File: src/rtl/frame_buffer_sram_pkg.sv
// Shared types for the frame-buffer SRAM arbiter.
// Bus states, owners and SRAM bus bundle.
package frame_buffer_sram_pkg;

  localparam int SRAM_ADDR_W = 18;
  localparam int SRAM_DATA_W = 16;

  typedef enum logic [1:0] {
    IDLE,
    ACCESS,
    DONE
  } state_t;

  typedef enum logic {
    OWN_VGA,
    OWN_GFX
  } owner_t;

  typedef struct packed {
    logic                   rw;
    logic                   uds_l;
    logic                   lds_l;
    logic [SRAM_ADDR_W-1:0] addr;
    logic [SRAM_DATA_W-1:0] wdata;
  } sram_bus_t;

  function automatic sram_bus_t bus_idle();
    sram_bus_t b;
    b.rw    = 1'b1;
    b.uds_l = 1'b1;
    b.lds_l = 1'b1;
    b.addr  = '0;
    b.wdata = '0;
    return b;
  endfunction

endpackage

File: src/rtl/frame_buffer_sram_arbiter.sv
// Frame-buffer SRAM arbiter: VGA fetch vs drawing engine.
// Fixed-length bus cycles, VGA priority, Gfx starvation bound.
module frame_buffer_sram_arbiter
  import frame_buffer_sram_pkg::*;
#(
  parameter int ACCESS_CYCLES = 2,
  parameter int GFX_MAX_WAIT  = 8
) (
  input  logic                   Clk,
  input  logic                   Reset,
  input  logic                   VSync_L,
  input  logic                   Vga_Req,
  input  logic [SRAM_ADDR_W-1:0] Vga_Addr,
  output logic                   Vga_Ack,
  output logic [SRAM_DATA_W-1:0] Vga_RData,
  input  logic                   Gfx_Req,
  input  logic                   Gfx_RW,
  input  logic [SRAM_ADDR_W-1:0] Gfx_Addr,
  input  logic [SRAM_DATA_W-1:0] Gfx_WData,
  input  logic                   Gfx_UDS_L,
  input  logic                   Gfx_LDS_L,
  output logic                   Gfx_Ack,
  output logic [SRAM_DATA_W-1:0] Gfx_RData,
  output logic [SRAM_ADDR_W-1:0] Sram_AddressOut,
  output logic [SRAM_DATA_W-1:0] Sram_DataOut,
  input  logic [SRAM_DATA_W-1:0] Sram_DataIn,
  output logic                   Sram_UDS_Out_L,
  output logic                   Sram_LDS_Out_L,
  output logic                   Sram_RW_Out
);

  localparam int CNT_W  = $clog2(ACCESS_CYCLES + 1);
  localparam int WAIT_W = $clog2(GFX_MAX_WAIT + 1);

  state_t            state;
  state_t            next_state;
  owner_t            owner;
  sram_bus_t         bus;
  logic [CNT_W-1:0]  cnt;
  logic [WAIT_W-1:0] wait_cnt;
  logic              gfx_win;
  logic              vga_win;
  logic              last;
  logic              wait_sat;

  assign last     = (cnt == CNT_W'(ACCESS_CYCLES - 1));
  assign wait_sat = (wait_cnt >= WAIT_W'(GFX_MAX_WAIT));

  always_ff @(posedge Clk) begin
    if (Reset) state <= IDLE;
    else       state <= next_state;
  end

  always_comb begin
    next_state = state;
    gfx_win    = 1'b0;
    vga_win    = 1'b0;
    unique case (state)
      IDLE: begin
        gfx_win = Gfx_Req &&
                  (!Vga_Req || !VSync_L || wait_sat);
        vga_win = Vga_Req && !gfx_win;
        if (gfx_win || vga_win)
          next_state = ACCESS;
      end
      ACCESS: if (last) next_state = DONE;
      DONE:   next_state = IDLE;
      default: next_state = IDLE;
    endcase
  end

  always_ff @(posedge Clk) begin
    if (Reset) begin
      owner     <= OWN_VGA;
      bus       <= bus_idle();
      cnt       <= '0;
      wait_cnt  <= '0;
      Vga_Ack   <= 1'b0;
      Gfx_Ack   <= 1'b0;
      Vga_RData <= '0;
      Gfx_RData <= '0;
    end else begin
      Vga_Ack <= 1'b0;
      Gfx_Ack <= 1'b0;
      unique case (state)
        IDLE: begin
          cnt <= '0;
          if (gfx_win) begin
            owner    <= OWN_GFX;
            wait_cnt <= '0;
            bus      <= '{rw:    Gfx_RW,
                          uds_l: Gfx_UDS_L,
                          lds_l: Gfx_LDS_L,
                          addr:  Gfx_Addr,
                          wdata: Gfx_WData};
          end else if (vga_win) begin
            owner <= OWN_VGA;
            bus   <= '{rw:    1'b1,
                       uds_l: 1'b0,
                       lds_l: 1'b0,
                       addr:  Vga_Addr,
                       wdata: '0};
          end
          if (Gfx_Req && !gfx_win && !wait_sat)
            wait_cnt <= wait_cnt + WAIT_W'(1);
        end
        ACCESS: begin
          cnt <= cnt + CNT_W'(1);
          if (last) begin
            bus <= bus_idle();
            if (owner == OWN_VGA) begin
              Vga_Ack   <= 1'b1;
              Vga_RData <= Sram_DataIn;
            end else begin
              Gfx_Ack <= 1'b1;
              // writes leave the last read value in place
              if (bus.rw) Gfx_RData <= Sram_DataIn;
            end
          end
        end
        default: ;
      endcase
    end
  end

  assign Sram_AddressOut = bus.addr;
  assign Sram_DataOut    = bus.wdata;
  assign Sram_RW_Out     = bus.rw;
  assign Sram_UDS_Out_L  = bus.uds_l;
  assign Sram_LDS_Out_L  = bus.lds_l;

endmodule

File: config.mk
export PLATFORM = sky130hd
export DESIGN_NAME = frame_buffer_sram_arbiter
export DESIGN_NICKNAME = d
export VERILOG_FILES = /design/src/rtl/frame_buffer_sram_pkg.sv /design/src/rtl/frame_buffer_sram_arbiter.sv
export SDC_FILE = /design/constraint.sdc
export NUM_CORES = 1
export LEC_CHECK = 0
export CORE_MARGIN = 5
export CORE_UTILIZATION = 30
export DETAILED_ROUTE_END_ITERATION = 8
export PLACE_DENSITY_LB_ADDON = 0.25
export SETUP_SLACK_MARGIN = 0.4
export SLEW_MARGIN = 20
export SYNTH_ARGS = -nofsm -noshare
export SYNTH_HDL_FRONTEND = slang
export SYNTH_SLANG_ARGS = --single-unit
export TNS_END_PERCENT = 50
File: constraint.sdc
create_clock -name Clk -period 1.5 [get_ports Clk]
set_input_delay 0.3 -clock Clk [delete_from_list [all_inputs] [get_ports Clk]]
set_output_delay 0.3 -clock Clk [all_outputs]
set_load 0.005 [all_outputs]
Yosys cells after proc, flatten, opt, wreduce, memory -nomap -nowiden. Cells that the tools add are included. W data, S select, Z words.

Register bits after elaboration: 80. Input port bits: 76. Output and inout port bits: 71. Logic and storage cells: 63.

$add $sub $neg: 2. $lt $le $gt $ge: 1. Eq/ne operators: 5. Muxes and demuxes: 16. Bitwise logic cells: 3. Reduce and logical (&&, ||, !) cells: 23.

Operators with widths (number): $mux W37 (3); $pmux W37 S2 (1); $mux W4 (2); $pmux W2 S2 (2); $mux W1 (6); $reduce_and A2 Y1 (3); $reduce_and A3 Y1 (2); $reduce_bool A2 Y1 (3); $logic_not A1 Y1 (5); $add A4 B1 Y4 const B (1); $eq A2 B1 Y1 const B (2); $ge A4 B4 Y1 const B (1); $logic_and A1 B1 Y1 (4); $mux W2 (2); $ne A2 B2 Y1 const B (2); $reduce_and A4 Y1 (1); $logic_or A1 B1 Y1 (3); $ne A3 B3 Y1 const B (1); $not A1 Y1 (3); $reduce_or A3 Y1 (1); $add A2 B1 Y2 const B (1); $logic_not A2 Y1 (1).

Logic depth before layout (Yosys ltp).
Word-level depth: 10. Gate-level depth with buffers: 7. Depth with buffers taken out: 5.

Worst setup path before layout. Ideal clock, no wire load.

Path type: register to register. Start: register cnt[0]. End: register Vga_RData[14]. Setup time: 0.132 ns. Data arrival time: 1.436 ns. Required time: 1.368 ns. Path slack: -0.068 ns. Stages on the path, launching flop included: 7. Path buffers: 2. Period minus slack after synthesis: 1.568 ns. Cells stage by stage: dfxtp_1 -> ha_1 -> or4bb_1 -> clkbuf_1 -> clkbuf_1 -> nand2_1 -> a21oi_1.

Longest elaborated chain between the ends: 2.

RTL lines: from (decl) (line frame_buffer_sram_arbiter.sv:39) `logic [CNT_W-1:0] cnt;`; from (signal assigned) (line frame_buffer_sram_arbiter.sv:108) `cnt <= cnt + CNT_W'(1);`; $eq A2 B1 Y1 (line frame_buffer_sram_arbiter.sv:46) `assign last = (cnt == CNT_W'(ACCESS_CYCLES - 1));`; $reduce_and A3 Y1 (no line); to (signal assigned) (line frame_buffer_sram_arbiter.sv:113) `Vga_RData <= Sram_DataIn;`; to (decl) (line frame_buffer_sram_arbiter.sv:15) `output logic [SRAM_DATA_W-1:0] Vga_RData,`.

Every way passes these cells. A chain may end at the register's enable or synchronous reset.

Worst setup path after layout.
Start: register state[1]. End: register Vga_RData[5].

Longest elaborated chain between the ends: 2.

RTL lines: from (decl) (line frame_buffer_sram_arbiter.sv:35) `state_t state;`; from (signal assigned) (line frame_buffer_sram_arbiter.sv:51) `else state <= next_state;`; $eq A2 B1 Y1 (line frame_buffer_sram_arbiter.sv:85) `unique case (state)`; $reduce_and A3 Y1 (no line).

Every way passes these cells.

==> run summary <==
Rows: 39
Crit start category: flip-flop
PwrDens: 935 mW/mm²
Leakage: 2.36 nW
Hold WC Path Type: primary input to flip-flop
Post-Synth Adder-Cell Area: 0.0109
R2r endpoint: Vga_RData[5]
Initial antenna violation count: 1
Total track usage: 0.175
Fin Hold WS: 0.383 ns
RR Startpoint: state[1]
Synth top area share: 0.463
Vias in the first global route: 3874
Die Height: 117 µm
DRT Wirelength: 12700 µm
H-tree level count: 3
Syn nets: 499
Skew final: 0.00670 ns
# setup viols final: 0
CTS tree: yes
Vias: 3785
Dpl ws: -0.293 ns
Slew HR: 0.728
# DRC: 0
Register area share after synthesis: 0.463
Final Slew Violations: 0
Largest area contributor in the netlist: dfxtp_1
GR Overflow Total: 0
Core area: 0.0114 mm²
Largest cells by area after synthesis: dfxtp_1, a21oi_1, nand4_1, nand3_1, o221ai_1
Hold_buf cts: 0
Number of buffers created by CTS: 9
Xor and xnor fraction of the mapped netlist area: 0.00253
Slew of the pin with the lowest slew margin: 0.407 ns
Bufs on Longest Clock Path: 2
RSZ-0062 raised after global routing: true
Max Cap Viol: 0
WP data arrival: 1.65 ns
I/O Pins: 147
Post-Synthesis Cells: 420
Die width: 117 µm
Period utilisation layout: 0.960
Final GP Congestion: 0.783
Critical Path RT: 1.71 ns
Drt wl/cell: 17.2 µm
Placed inst area: 0.00538 mm²
WHS Endpoint: owner
Post-synthesis mux area share: 0
Die ar.: 0.0138 mm²
Layout cell share with drive strength beyond 1: 0.406
Detail Route Antenna Nets: 0
DR iter-0 viols: 284
Outcome: complete, no violations
Min cycle time layout: 1.44 ns
Fillers: 1071
Root Buffer: clkbuf_16
Global-route wire length before repair: 20100 µm
Mapped Area: 0.00346 mm²
DPL Wire Length: 8080 µm
Synth Area in Simple Gates: 0.249
Setup TNS: 0 ns
CP max FO: 17
Final net count: 670
Synth Area in Compound Gates: 0.196
Syn_area_per_cell: 8.23 µm²
R2R depth: 5
Synthesis-stage register bit count: 80
Worst-path clk slew: 0.06 ns
Max VDD drop: 0.545 mV
Final Cell Area: 0.00596 mm²
Drt pass-1 iters: 4
Final setup margin: 0.0599 ns
Largest net degree at the start of global routing: 57
Crit Path Class: flip-flop to flip-flop
Area grow syn2layout: 72.5%
Combinational family with the most area after synthesis: simple AND/OR/NAND/NOR gates
Buffers added on ports: 146
Initial Util: 0.304
Synth warn: 0
Max Fclk: 694 MHz
Synth unique cells: 32
Clock latency on the worst-skew pair: 0.34 ns
Hold path cells: 3
Clock sink count: 80
Mean number of vias per cell: 5.11
Final Hold Viols: 0
Hold path start: Reset
Flop2flop setup slack: 0.06 ns
Crit. End Element: flip-flop
-- report_power, final --
part	switching (W)	internal, W	total [W]
Clock	0.000913	0.00117	0.00208
Sequential	0.0000654	0.00225	0.00231
Combinational	0.000552	0.000628	0.00118
Total	0.00153	0.00404	0.00557
-- critical path, stage by stage, from the launching register on --
cell	delay [ns]
dfxtp_4	0.36
buf_12	0.13
or4bb_1	0.50
buf_8	0.18
nand2_1	0.08
a21oi_1	0.06
-- cells in the final DEF (no fill, tap or decap), types with 2 or more instances in the layout --
master and n:
dfxtp_2 51, o221ai_1 2, clkinvlp_4 3, or3_1 2
dfxtp_1 27, clkbuf_16 14, clkdlybuf4s15_2 2, nor2b_1 18
o31ai_1 10, a21oi_2 4, o31ai_2 7, nand4_1 36
nand3_1 27, ha_1 2, dlygate4sd2_1 15, o21ai_1 5
o21ai_2 5, buf_6 13, buf_12 6, dfxtp_4 2
a21oi_1 51, nand3b_1 3, nand3_2 8, nor3b_1 3
inv_1 23, buf_4 31, clkinv_4 2, o21ai_0 6
or2_2 2, nand2_1 36, buf_2 56, clkdlybuf4s50_1 72
nor2_1 6, o221ai_2 16
-- per-layer routing --
metal | up-vias | global-route usage | share of wire
met2 | 126 | 0.287 | 0.49
li1 | 1867 | - | -
met5 | - | 0 | 0
met4 | 0 | 0.0493 | 0.014
met1 | 1782 | 0.223 | 0.43
met3 | 10 | 0.0510 | 0.064
-- worst max path at each step --
stage               depth (start not counted)  slack [ns]         endpoint      from
floorplan                                   7        0.07    Vga_RData[14]    cnt[1]
global route                                7      -0.004     Vga_RData[2]    cnt[1]
CTS                                         6        0.06  Sram_DataOut[7]  state[0]
global placement                            4       -0.28      wait_cnt[3]   Gfx_Req
detailed placement                          6       -0.29      Sram_RW_Out   Gfx_Req
finish                                      5        0.06     Vga_RData[5]  state[1]
-- cells in the mapped netlist, drive strengths merged --
library cell and n:
nor2 7, a2bb2oi 2, and3 1, nand3b 3, or3 2, o21ai 17
o31ai 18, clkbuf 33, a21o 1, and3b 1, nand4 36, inv 24
nand2 37, nor2b 19, a21oi 55, or4bb 1, and2 2, nand3 35
nor3b 4, or4 1, dfxtp 80, xnor2 1, o221ai 18, nor3 3
ha 3, or2 2, or3b 1, buf 11, nor4bb 2
-- stage by stage --
stage / power [W] / instances / util
CTS: 0.00550 / 729 / 0.501
global route: 0.00582 / 740 / 0.524
detailed placement: 0.00341 / 696 / 0.473
floorplan: 0.00283 / 420 / -
global placement: 0.00340 / 696 / 0.473
finish: 0.00557 / 740 / 0.524
-- area by class of cell --
cell class                      instances  area [µm²]  share of cell area
Timing Repair Buffer                  202        1820               0.306
Sequential cell                        80        1670               0.281
Clock inverter                          6        45.0             0.00756
Multi-Input combinational cell        274        1910               0.321
Tap cell                              143         179              0.0300
Inverter                               24        90.1              0.0151
Clock buffer                           10         239              0.0401
Antenna cell                            1        2.50            0.000420
-- cell families (layout without fill, tap and decap cells) --
group / count (synthesis) / count (layout)
and+or+nand+nor: 157 / 159
AOI/OAI and AO/OA: 111 / 111
DFF: 80 / 80
buffers and inverters: 68 / 242
adders and majority gates: 3 / 3
xor gates and xnor gates: 1 / 1
other: 0 / 1
-- state kept, by name, indices dropped and copies added, names as in the netlist --
register	cells
Sram_LDS_Out_L	1
Sram_RW_Out	1
Gfx_RData	16
Vga_RData	16
cnt	2
owner	1
Vga_Ack	1
Sram_UDS_Out_L	1
Sram_AddressOut	18
Gfx_Ack	1
Sram_DataOut	16
state	2
wait_cnt	4
-- what timing repair did --
item                       4_1_cts  5_1_grt
gates cloned                     3        7
gates resized for setup        337       23
pin swaps                        9        3
setup endpoints to repair      148      117
buffers inserted                14        3
hold endpoints to repair         0        0
No activity file was read; power rests on OpenSTA's default activity.
